[src/rtl/popcount_pkg.sv]
// Shared types and helpers for the streaming popcount neuron.
// Provides the frame FSM state type, the sum width rule and the input mask builder.
package popcount_pkg;

    typedef enum logic [1:0] {
        IDLE = 2'd0,
        ACC  = 2'd1,
        DONE = 2'd2
    } state_e;

    // Widest input vector the mask builder supports.
    localparam int MASK_MAX = 1024;

    // Bits needed to hold WIDTH*BEATS, the largest possible frame sum.
    function automatic int sum_w(input int width, input int beats);
        return $clog2(width * beats + 1);
    endfunction

    // All ones, with the low 'drop' bits cleared when approximating.
    function automatic logic [MASK_MAX-1:0] build_mask(
        input int   drop,
        input logic approx
    );
        logic [MASK_MAX-1:0] m;
        m = '1;
        if (approx) begin
            m = m << drop;
        end
        return m;
    endfunction

endpackage

[src/rtl/popcount_tree.sv]
// Combinational adder-tree popcount of a WIDTH-bit vector (exact baseline).
// Ports: in_bits (WIDTH) -> count ($clog2(WIDTH+1)).
module popcount_tree #(
    parameter int WIDTH = 27,
    parameter int OUT_W = $clog2(WIDTH + 1)
) (
    input  logic [WIDTH-1:0] in_bits,
    output logic [OUT_W-1:0] count
);

    generate
        if (WIDTH == 1) begin : g_leaf
            assign count = OUT_W'(in_bits);
        end else begin : g_node
            localparam int LO_W  = WIDTH / 2;
            localparam int HI_W  = WIDTH - LO_W;
            localparam int LO_CW = $clog2(LO_W + 1);
            localparam int HI_CW = $clog2(HI_W + 1);

            logic [LO_CW-1:0] lo_cnt;
            logic [HI_CW-1:0] hi_cnt;

            popcount_tree #(.WIDTH(LO_W)) u_lo (
                .in_bits (in_bits[LO_W-1:0]),
                .count   (lo_cnt)
            );

            popcount_tree #(.WIDTH(HI_W)) u_hi (
                .in_bits (in_bits[WIDTH-1:LO_W]),
                .count   (hi_cnt)
            );

            assign count = OUT_W'(lo_cnt) + OUT_W'(hi_cnt);
        end
    endgenerate

endmodule

[src/rtl/popcount_stream_neuron.sv]
// Accumulates the popcount of up to BEATS input beats per frame and emits the
// sum plus a threshold activation. Ports: beat stream (input_a/in_valid/
// in_last/in_ready), frame config (approx_en/thresh), result (out_valid/
// out_ready/popcount_out/neuron_out).
module popcount_stream_neuron
    import popcount_pkg::*;
#(
    parameter int WIDTH       = 27,
    parameter int BEATS       = 4,
    parameter int APPROX_DROP = 4,
    parameter int SUM_W       = sum_w(WIDTH, BEATS)
) (
    input  logic             clk,
    input  logic             rst,
    input  logic [WIDTH-1:0] input_a,
    input  logic             in_valid,
    input  logic             in_last,
    output logic             in_ready,
    input  logic             approx_en,
    input  logic [SUM_W-1:0] thresh,
    output logic             out_valid,
    input  logic             out_ready,
    output logic [SUM_W-1:0] popcount_out,
    output logic             neuron_out
);

    localparam int PC_W  = $clog2(WIDTH + 1);
    localparam int CNT_W = $clog2(BEATS + 1);

    state_e             state_q, state_d;
    logic [SUM_W-1:0]   acc_q, acc_d;
    logic [CNT_W-1:0]   cnt_q, cnt_d;
    logic               approx_q, approx_d;
    logic [SUM_W-1:0]   thresh_q, thresh_d;
    logic               out_valid_q, out_valid_d;
    logic [SUM_W-1:0]   pop_q, pop_d;
    logic               neuron_q, neuron_d;

    logic               approx_sel;
    logic [SUM_W-1:0]   thresh_sel;
    logic [WIDTH-1:0]   masked;
    logic [PC_W-1:0]    pc;
    logic               accept;
    logic               close;
    logic [SUM_W-1:0]   acc_next;

    // The first beat uses the live config, which is also what gets latched.
    assign approx_sel = (state_q == IDLE) ? approx_en : approx_q;
    assign thresh_sel = (state_q == IDLE) ? thresh : thresh_q;
    assign masked     = input_a & WIDTH'(build_mask(APPROX_DROP, approx_sel));

    popcount_tree #(.WIDTH(WIDTH)) u_tree (
        .in_bits (masked),
        .count   (pc)
    );

    assign in_ready = (state_q != DONE);
    assign accept   = in_valid & in_ready;

    always_comb begin
        state_d     = state_q;
        acc_d       = acc_q;
        cnt_d       = cnt_q;
        approx_d    = approx_q;
        thresh_d    = thresh_q;
        out_valid_d = out_valid_q;
        pop_d       = pop_q;
        neuron_d    = neuron_q;
        close       = 1'b0;
        acc_next    = acc_q + SUM_W'(pc);

        unique case (state_q)
            IDLE: begin
                acc_next = SUM_W'(pc);
                if (accept) begin
                    approx_d = approx_en;
                    thresh_d = thresh;
                    acc_d    = acc_next;
                    cnt_d    = CNT_W'(1);
                    close    = in_last || (BEATS == 1);
                    state_d  = ACC;
                end
            end
            ACC: begin
                if (accept) begin
                    acc_d = acc_next;
                    cnt_d = cnt_q + CNT_W'(1);
                    close = in_last || (cnt_q == CNT_W'(BEATS - 1));
                end
            end
            DONE: begin
                if (out_ready) begin
                    state_d     = IDLE;
                    out_valid_d = 1'b0;
                    acc_d       = '0;
                    cnt_d       = '0;
                end
            end
            default: begin
                state_d = IDLE;
            end
        endcase

        if (close) begin
            state_d     = DONE;
            out_valid_d = 1'b1;
            pop_d       = acc_next;
            neuron_d    = (acc_next >= thresh_sel);
        end
    end

    always_ff @(posedge clk or posedge rst) begin
        if (rst) begin
            state_q     <= IDLE;
            acc_q       <= '0;
            cnt_q       <= '0;
            approx_q    <= 1'b0;
            thresh_q    <= '0;
            out_valid_q <= 1'b0;
            pop_q       <= '0;
            neuron_q    <= 1'b0;
        end else begin
            state_q     <= state_d;
            acc_q       <= acc_d;
            cnt_q       <= cnt_d;
            approx_q    <= approx_d;
            thresh_q    <= thresh_d;
            out_valid_q <= out_valid_d;
            pop_q       <= pop_d;
            neuron_q    <= neuron_d;
        end
    end

    assign out_valid    = out_valid_q;
    assign popcount_out = pop_q;
    assign neuron_out   = neuron_q;

endmodule

[config.mk]
export PLATFORM = sky130hd
export DESIGN_NAME = popcount_stream_neuron
export DESIGN_NICKNAME = d
export VERILOG_FILES = /design/src/rtl/popcount_pkg.sv /design/src/rtl/popcount_tree.sv /design/src/rtl/popcount_stream_neuron.sv
export SDC_FILE = /design/constraint.sdc
export NUM_CORES = 1
export LEC_CHECK = 0
export CORE_UTILIZATION = 56
export CTS_CLUSTER_DIAMETER = 50
export CTS_CLUSTER_SIZE = 30
export DETAILED_ROUTE_END_ITERATION = 16
export GPL_TIMING_DRIVEN = 0
export HOLD_SLACK_MARGIN = 0.1
export PLACE_DENSITY = 0.86
export SYNTH_ARGS = -nofsm -noshare
export SYNTH_HDL_FRONTEND = slang
export SYNTH_SLANG_ARGS = --single-unit
export TNS_END_PERCENT = 30
[constraint.sdc]
create_clock -name clk -period 19.1 [get_ports clk]
set_input_delay 1.91 -clock clk [delete_from_list [all_inputs] [get_ports clk]]
set_output_delay 1.91 -clock clk [all_outputs]
set_load 0.01 [all_outputs]
Yosys cells after proc, flatten, opt, wreduce, memory -nomap -nowiden
Index checks and enable logic that the tools add are counted.
{"block": "word_totals", "inputBits": 40, "wordCells": 80, "output_inout_bits": 10, "regBits": 29}
{"block": "classes", "n_reduce_logical": 9, "add_sub_neg": 28, "order_cmp": 1, "eq_ne": 10, "muxes": 22, "bitwise": 2}
{"op": "$mux 7", "n": 5}
{"op": "$and 27x27->27", "n": 1}
{"op": "$add 1x1->2", "n": 11}
{"op": "$pmux 7 s3", "n": 1}
{"op": "$add 2x2->3", "n": 4}
{"op": "$add 1x2->2", "n": 5}
{"op": "$ne 2x2->1 const B", "n": 5}
{"op": "$add 2x3->3", "n": 3}
{"op": "$mux 3", "n": 3}
{"op": "$pmux 3 s3", "n": 1}
{"op": "$add 3x3->4", "n": 2}
{"op": "$add 7x5->7", "n": 1}
{"op": "$ge 7x7->1", "n": 1}
{"op": "$mux 1", "n": 6}
{"op": "$mux 2", "n": 3}
{"op": "$ne 3x3->1 const B", "n": 2}
{"op": "$pmux 2 s3", "n": 1}
{"op": "$add 4x4->5", "n": 1}
{"op": "$mux 4", "n": 1}
{"op": "$reduce_and 2->1", "n": 2}
{"op": "$reduce_and 4->1", "n": 1}
{"op": "$reduce_bool 2->1", "n": 2}
{"op": "$add 3x1->3 const B", "n": 1}
{"op": "$eq 3x2->1 const B", "n": 1}
{"op": "other kinds (8)", "n": 8}

Depth between registers and ports, before layout
{"block": "depth", "depth_word": 12, "depth_mapped": 28, "ltp_nobuf": 27}

Cells and area by module
Synthesis repeated with hierarchy kept, for this count alone.
{"block": "unflattened", "cells_unflattened": 328, "area_unflattened_um2": 3044.2}
{"module": "popcount_stream_neuron", "n_inst": 1, "cells_per_inst": 191, "area_per_inst_um2": 1896.8, "seq_area_each_um2": 725.7}
{"module": "popcount_tree at u_tree.g_node.u_hi.g_node.u_hi.g_node.u_hi ...", "n_inst": 4, "cells_per_inst": 7, "area_per_inst_um2": 51.3, "seq_area_each_um2": 0.0}
{"module": "popcount_tree at u_tree.g_node.u_hi.g_node.u_hi.g_node.u_hi.g_node.u_hi.g_node.u_hi ...", "n_inst": 27, "cells_per_inst": 1, "area_per_inst_um2": 7.5, "seq_area_each_um2": 0.0}
{"module": "popcount_tree at u_tree.g_node.u_hi ...", "n_inst": 2, "cells_per_inst": 12, "area_per_inst_um2": 95.1, "seq_area_each_um2": 0.0}
{"module": "popcount_tree at u_tree.g_node.u_hi.g_node.u_hi ...", "n_inst": 3, "cells_per_inst": 7, "area_per_inst_um2": 56.3, "seq_area_each_um2": 0.0}
{"module": "popcount_tree at u_tree.g_node.u_hi.g_node.u_hi.g_node.u_hi.g_node.u_hi ...", "n_inst": 11, "cells_per_inst": 1, "area_per_inst_um2": 12.5, "seq_area_each_um2": 0.0}
{"module": "popcount_tree at u_tree", "n_inst": 1, "cells_per_inst": 16, "area_per_inst_um2": 136.4, "seq_area_each_um2": 0.0}
{"module": "popcount_tree at u_tree.g_node.u_hi.g_node.u_hi.g_node.u_lo ...", "n_inst": 5, "cells_per_inst": 2, "area_per_inst_um2": 21.3, "seq_area_each_um2": 0.0}

Least setup slack after synthesis
OpenSTA, ideal clock, no wires.
{"block": "synth_path", "kind": "input to register", "start": "input input_a[21]", "end": "register neuron_q, in the netlist neuron_out", "t_required_ps": 18964, "slack_ps": 11179, "setup_time_ps": 136, "cell_stages": 23, "path_buffers": 0, "arrival_time_ps": 7786, "cell_sequence": "fa_1 > inv_1 > fa_1 > inv_1 > fa_1 > inv_1 > fa_1 > fa_1 > fa_1 > fa_1 > fa_1 > nand2b_1 > a21oi_1 > xor2_1 > ha_1 > xor2_1 > mux2_2 > ha_1 > a21o_1 > a21oi_1 > o31ai_1 > a21oi_1 > o21ai_0"}
{"block": "synth_via", "elab_chain_cells": 9}
{"item": "start, declared", "line_no": "popcount_stream_neuron.sv:15", "text": "input logic [WIDTH-1:0] input_a,"}
{"item": "$and 27x27->27 *", "line_no": "popcount_stream_neuron.sv:50", "text": "assign masked = input_a & WIDTH'(build_mask(APPROX_DROP, approx_sel));"}
{"item": "$add 1x1->2 *", "line_no": "popcount_tree.sv:33", "text": "assign count = OUT_W'(lo_cnt) + OUT_W'(hi_cnt);"}
{"item": "$add 1x2->2 *", "line_no": "popcount_tree.sv:33"}
{"item": "$add 2x3->3 *", "line_no": "popcount_tree.sv:33"}
{"item": "$add 3x3->4 *", "line_no": "popcount_tree.sv:33"}
{"item": "$add 4x4->5 *", "line_no": "popcount_tree.sv:33"}
{"item": "$add 7x5->7", "line_no": "popcount_stream_neuron.sv:70", "text": "acc_next = acc_q + SUM_W'(pc);"}
{"item": "$mux 7 *", "line_no": "popcount_stream_neuron.sv:72", "text": "unique case (state_q)"}
{"item": "via acc_next[4]", "line_no": "popcount_stream_neuron.sv:45", "text": "logic [SUM_W-1:0] acc_next;"}
{"item": "$ge 7x7->1 *", "line_no": "popcount_stream_neuron.sv:108", "text": "neuron_d = (acc_next >= thresh_sel);"}
{"item": "end signal, assigned", "line_no": "popcount_stream_neuron.sv:130", "text": "neuron_q <= neuron_d;"}
{"item": "end, declared", "line_no": "popcount_stream_neuron.sv:37", "text": "logic neuron_q, neuron_d;"}
Mark *: on every way through the listed nets, which the timed path passes. The rest lies on a longest branch.
A chain may end at the register's enable or synchronous reset.

Worst setup path after layout
{"block": "layout_path", "start": "input input_a[4]", "end": "register neuron_q, in the netlist neuron_out"}
{"block": "layout_via", "elab_chain_cells": 9}
{"item": "$and 27x27->27", "line_no": "popcount_stream_neuron.sv:50"}
{"item": "$add 1x1->2", "line_no": "popcount_tree.sv:33"}
{"item": "$add 1x2->2", "line_no": "popcount_tree.sv:33"}
{"item": "$add 2x2->3", "line_no": "popcount_tree.sv:33"}
{"item": "$add 3x3->4", "line_no": "popcount_tree.sv:33"}
{"item": "$add 4x4->5", "line_no": "popcount_tree.sv:33"}
{"item": "$add 7x5->7", "line_no": "popcount_stream_neuron.sv:70"}
{"item": "$mux 7", "line_no": "popcount_stream_neuron.sv:72"}
{"item": "via acc_next[5]", "line_no": "popcount_stream_neuron.sv:45"}
{"item": "$ge 7x7->1", "line_no": "popcount_stream_neuron.sv:108"}
The timed path passes the listed nets, and every way through them passes these cells.

==> flow_summary.toml <==
[worst_setup_path]
path_class = "input pin to register"
crit_buf_inv = 2
worstPathCellList = "clkdlybuf4s50_1, inv_1, fa_1, fa_1, fa_1, fa_1, fa_1, fa_1, fa_1, fa_1, xnor2_1, ha_1, a211oi_1, or3b_4, o2bb2ai_2, xnor2_1, nor2_1, ha_1, nand3_1, o31ai_1, a21oi_1, o21ai_0"
crit_top_cell = "fa_1"
max_stage_delay_ns = 0.60
r2r_setup_slack_ns = 11.29
reg2reg_to = "neuron_out"
worst-path-max-fanout = 3
rr_worst_depth = 24
slowest_stage = "fa_1"
critPathLaunchType = "input pin"
cp-end-kind = "register"
crit_family = "adder cells"
r2r-start = "state_q[1]"
required_ns = 19.30
cp.arrival_ns = 8.83

[cts]
ctsResizeCount = 0
clkLatencyLatePin_ns = 0.28
cts_max_level = 2
cts_setup_buffers = 0
path_clk_slew_ns = 0.06
clock-sinks = 29
postCtsHoldBufs = 0
ctsRootBufferMaster = "clkbuf_8"
cts_tree = "done"
clockBufferDepth = 2
numCtsBuffers = 5

[yosys]
synthCells = 266
syn_nets = 352
ys_seq_area_share_pct = 28.9
yosysTopAreaCellShare_pct = 28.9
ys_seq_elements = 29
synth_cell_types = 39
syn_avg_cell_area_um2 = 9.45
yosys.area.top_type = "dfrtp_1"
syn_area_mm2 = 0.00251
synth_area_leaders = "dfrtp_1, fa_1, ha_1"
synth-warning-count = 0

[placement]
io_buffers = 49
postPlaceCellArea_mm2 = 0.00307
hpwlAfterDp_um = 4210
post-place-ws_ns = 10.24
place_congestion = 0.821

[timing]
rsz0062_at_grt = "no"
finClkSkew_ns = 0.00328
period_needed_ns = 8.63
final_hold_viol_count = 0
max_freq_mhz = 116
setup-violations-final = 0
worstMarginPinSlew_ns = 1.18
tns_ns = 0
drv_slew = 0
layout_setup_ws_ns = 10.47
post-route-period-util_pct = 45.2
timing.slew.headroom_pct = 21.4

[global_route]
first_global_vias = 2194
antenna_found_initial = 0
grt_max_degree = 30
grt_remaining_overflow = 0
grt_pass1_wl_um = 9450
grt_usage_pct = 24.9

[routing]
vias = 2023
vias_per_cell = 5.39
wl_per_cell_um = 14.1
remaining_drc_errors = 0
drt_iter0_drc = 136
drt-total-wl_um = 5290
first_pass_iters = 4
antenna_left = 0

[min_path]
hold_start = "popcount_out[5]"
hold_path_class = "register to register"
holdPathStages = 2
hold_end = "popcount_out[5]"

[layout]
regArea_um2 = 726
finalInstanceArea_mm2 = 0.00319
nets = 408
nFillCells = 329
drive_gt1_share_pct = 7.74
diodes = 0
multi_input_area_mm2 = 0.00157
syn_to_final_growth_pct = 26.7

[die]
fp-row-count = 24
die_x_um = 69.0
core-area_mm2 = 0.00432
die_h_um = 69.0
dieArea_mm2 = 0.00476
initial_utilization_pct = 58.2
io_pins = 50

[status]
outcome = "finished clean"

[flow_run]
maxCapViolations = 0
[worst max path at each step]
stage / depth (start not counted) / endpoint / slack [ns] / from
floorplan: 23 / neuron_out / 11.18 / input_a[21]
global placement: 22 / neuron_out / 10.36 / input_a[4]
CTS: 22 / neuron_out / 10.50 / input_a[4]
finish: 22 / neuron_out / 10.47 / input_a[4]
detailed placement: 22 / neuron_out / 10.24 / input_a[4]
global route: 22 / neuron_out / 10.15 / input_a[4]
[sequential cells by signal, summed over array words and instances, names as in the netlist]
name / flops
out_valid: 1
neuron_out: 1
acc_q: 7
approx_q: 1
popcount_out: 7
cnt_q: 3
thresh_q: 7
state_q: 2
[synthesized netlist by cell type]
| master | count |
|---|---|
| a31oi_1 | 3 |
| o221ai_1 | 1 |
| o311ai_0 | 1 |
| nor2b_1 | 1 |
| a22o_1 | 1 |
| o21ai_0 | 12 |
| ha_1 | 26 |
| fa_1 | 20 |
| o21a_1 | 1 |
| a31o_2 | 1 |
| inv_1 | 53 |
| or3_1 | 1 |
| a211oi_1 | 2 |
| nand2_1 | 27 |
| nand2b_1 | 4 |
| xnor2_1 | 3 |
| or2_2 | 2 |
| buf_2 | 1 |
| or4_1 | 1 |
| clkbuf_2 | 1 |
| mux2i_1 | 9 |
| and4b_1 | 1 |
| nand3_1 | 4 |
| o21bai_1 | 1 |
| a21oi_1 | 9 |
| mux2_2 | 11 |
| buf_1 | 2 |
| or3b_4 | 1 |
| o2bb2ai_2 | 1 |
| dfrtp_1 | 29 |
| nor3b_1 | 1 |
| a21o_1 | 2 |
| o22ai_1 | 2 |
| nor2_1 | 18 |
| a221o_1 | 2 |
| o31ai_1 | 3 |
| nand3b_1 | 2 |
| clkbuf_1 | 2 |
| xor2_1 | 4 |
[layer usage]
layer / vias to the layer above / GRT usage, % / part of all wire [%]
met3: 12 / 4.09 / 4.0
met1: 959 / 29.6 / 42
met4: 0 / 10.7 / 2.4
met2: 67 / 44.0 / 52
met5: - / 0 / 0
li1: 985 / - / -
[placed cells by master (no fill, tap or decap), types with 3 or more instances in the layout]
cell type        Yosys  final
a21oi_1              9      9
a31oi_1              3      3
clkbuf_1             2      3
clkbuf_8             0      6
clkdlybuf4s50_1      0     49
dfrtp_1             29     29
fa_1                20     20
ha_1                26     26
inv_1               53     53
mux2_2              11     11
mux2i_1              9      9
nand2_1             27     27
nand2b_1             4      4
nand3_1              4      4
nor2_1              18     18
o21ai_0             12     12
o31ai_1              3      3
xnor2_1              3      3
xor2_1               4      4
[cells by family after synthesis]
group	Yosys count	synth area share, %
adders and majority gates	46	28.9
and+or+nand+nor	63	11.5
muxes	20	8.51
AOI/OAI and AO/OA	42	10.9
buffers and inverters	59	8.91
DFF	29	28.9
xor gates and xnor gates	7	2.44
[cell type report]
class,count,area share (%)
multi-input cells,178,49.1
repair buffers,49,15.4
flip-flops and latches,29,22.8
well taps,52,2.04
inverters,53,6.24
clock buffers,7,2.71
plain buffers,6,0.785
clock inverters,1,0.942
[stage by stage]
| stage | util, % | hold WS [ns] | cells |
|---|---|---|---|
| after floorplan | - | 0.443 | 266 |
| after global placement | 71.0 | 0.453 | 367 |
| after detailed placement | 71.0 | 0.466 | 367 |
| after CTS | 73.7 | 0.481 | 375 |
| after global routing | 73.7 | 0.514 | 375 |
| final | 73.7 | 0.475 | 375 |
[tightest hold or removal path: cells and delay by family (launching register included)]
kind,cells,cell delay (ns)
AOI/OAI and AO/OA,1,0.05
and+or+nand+nor,1,0.05
DFF,1,0.34
Power is left out: the tool's default activity adds up to more than one toggle a clock period on the data nets, which glitch-free logic cannot reach.
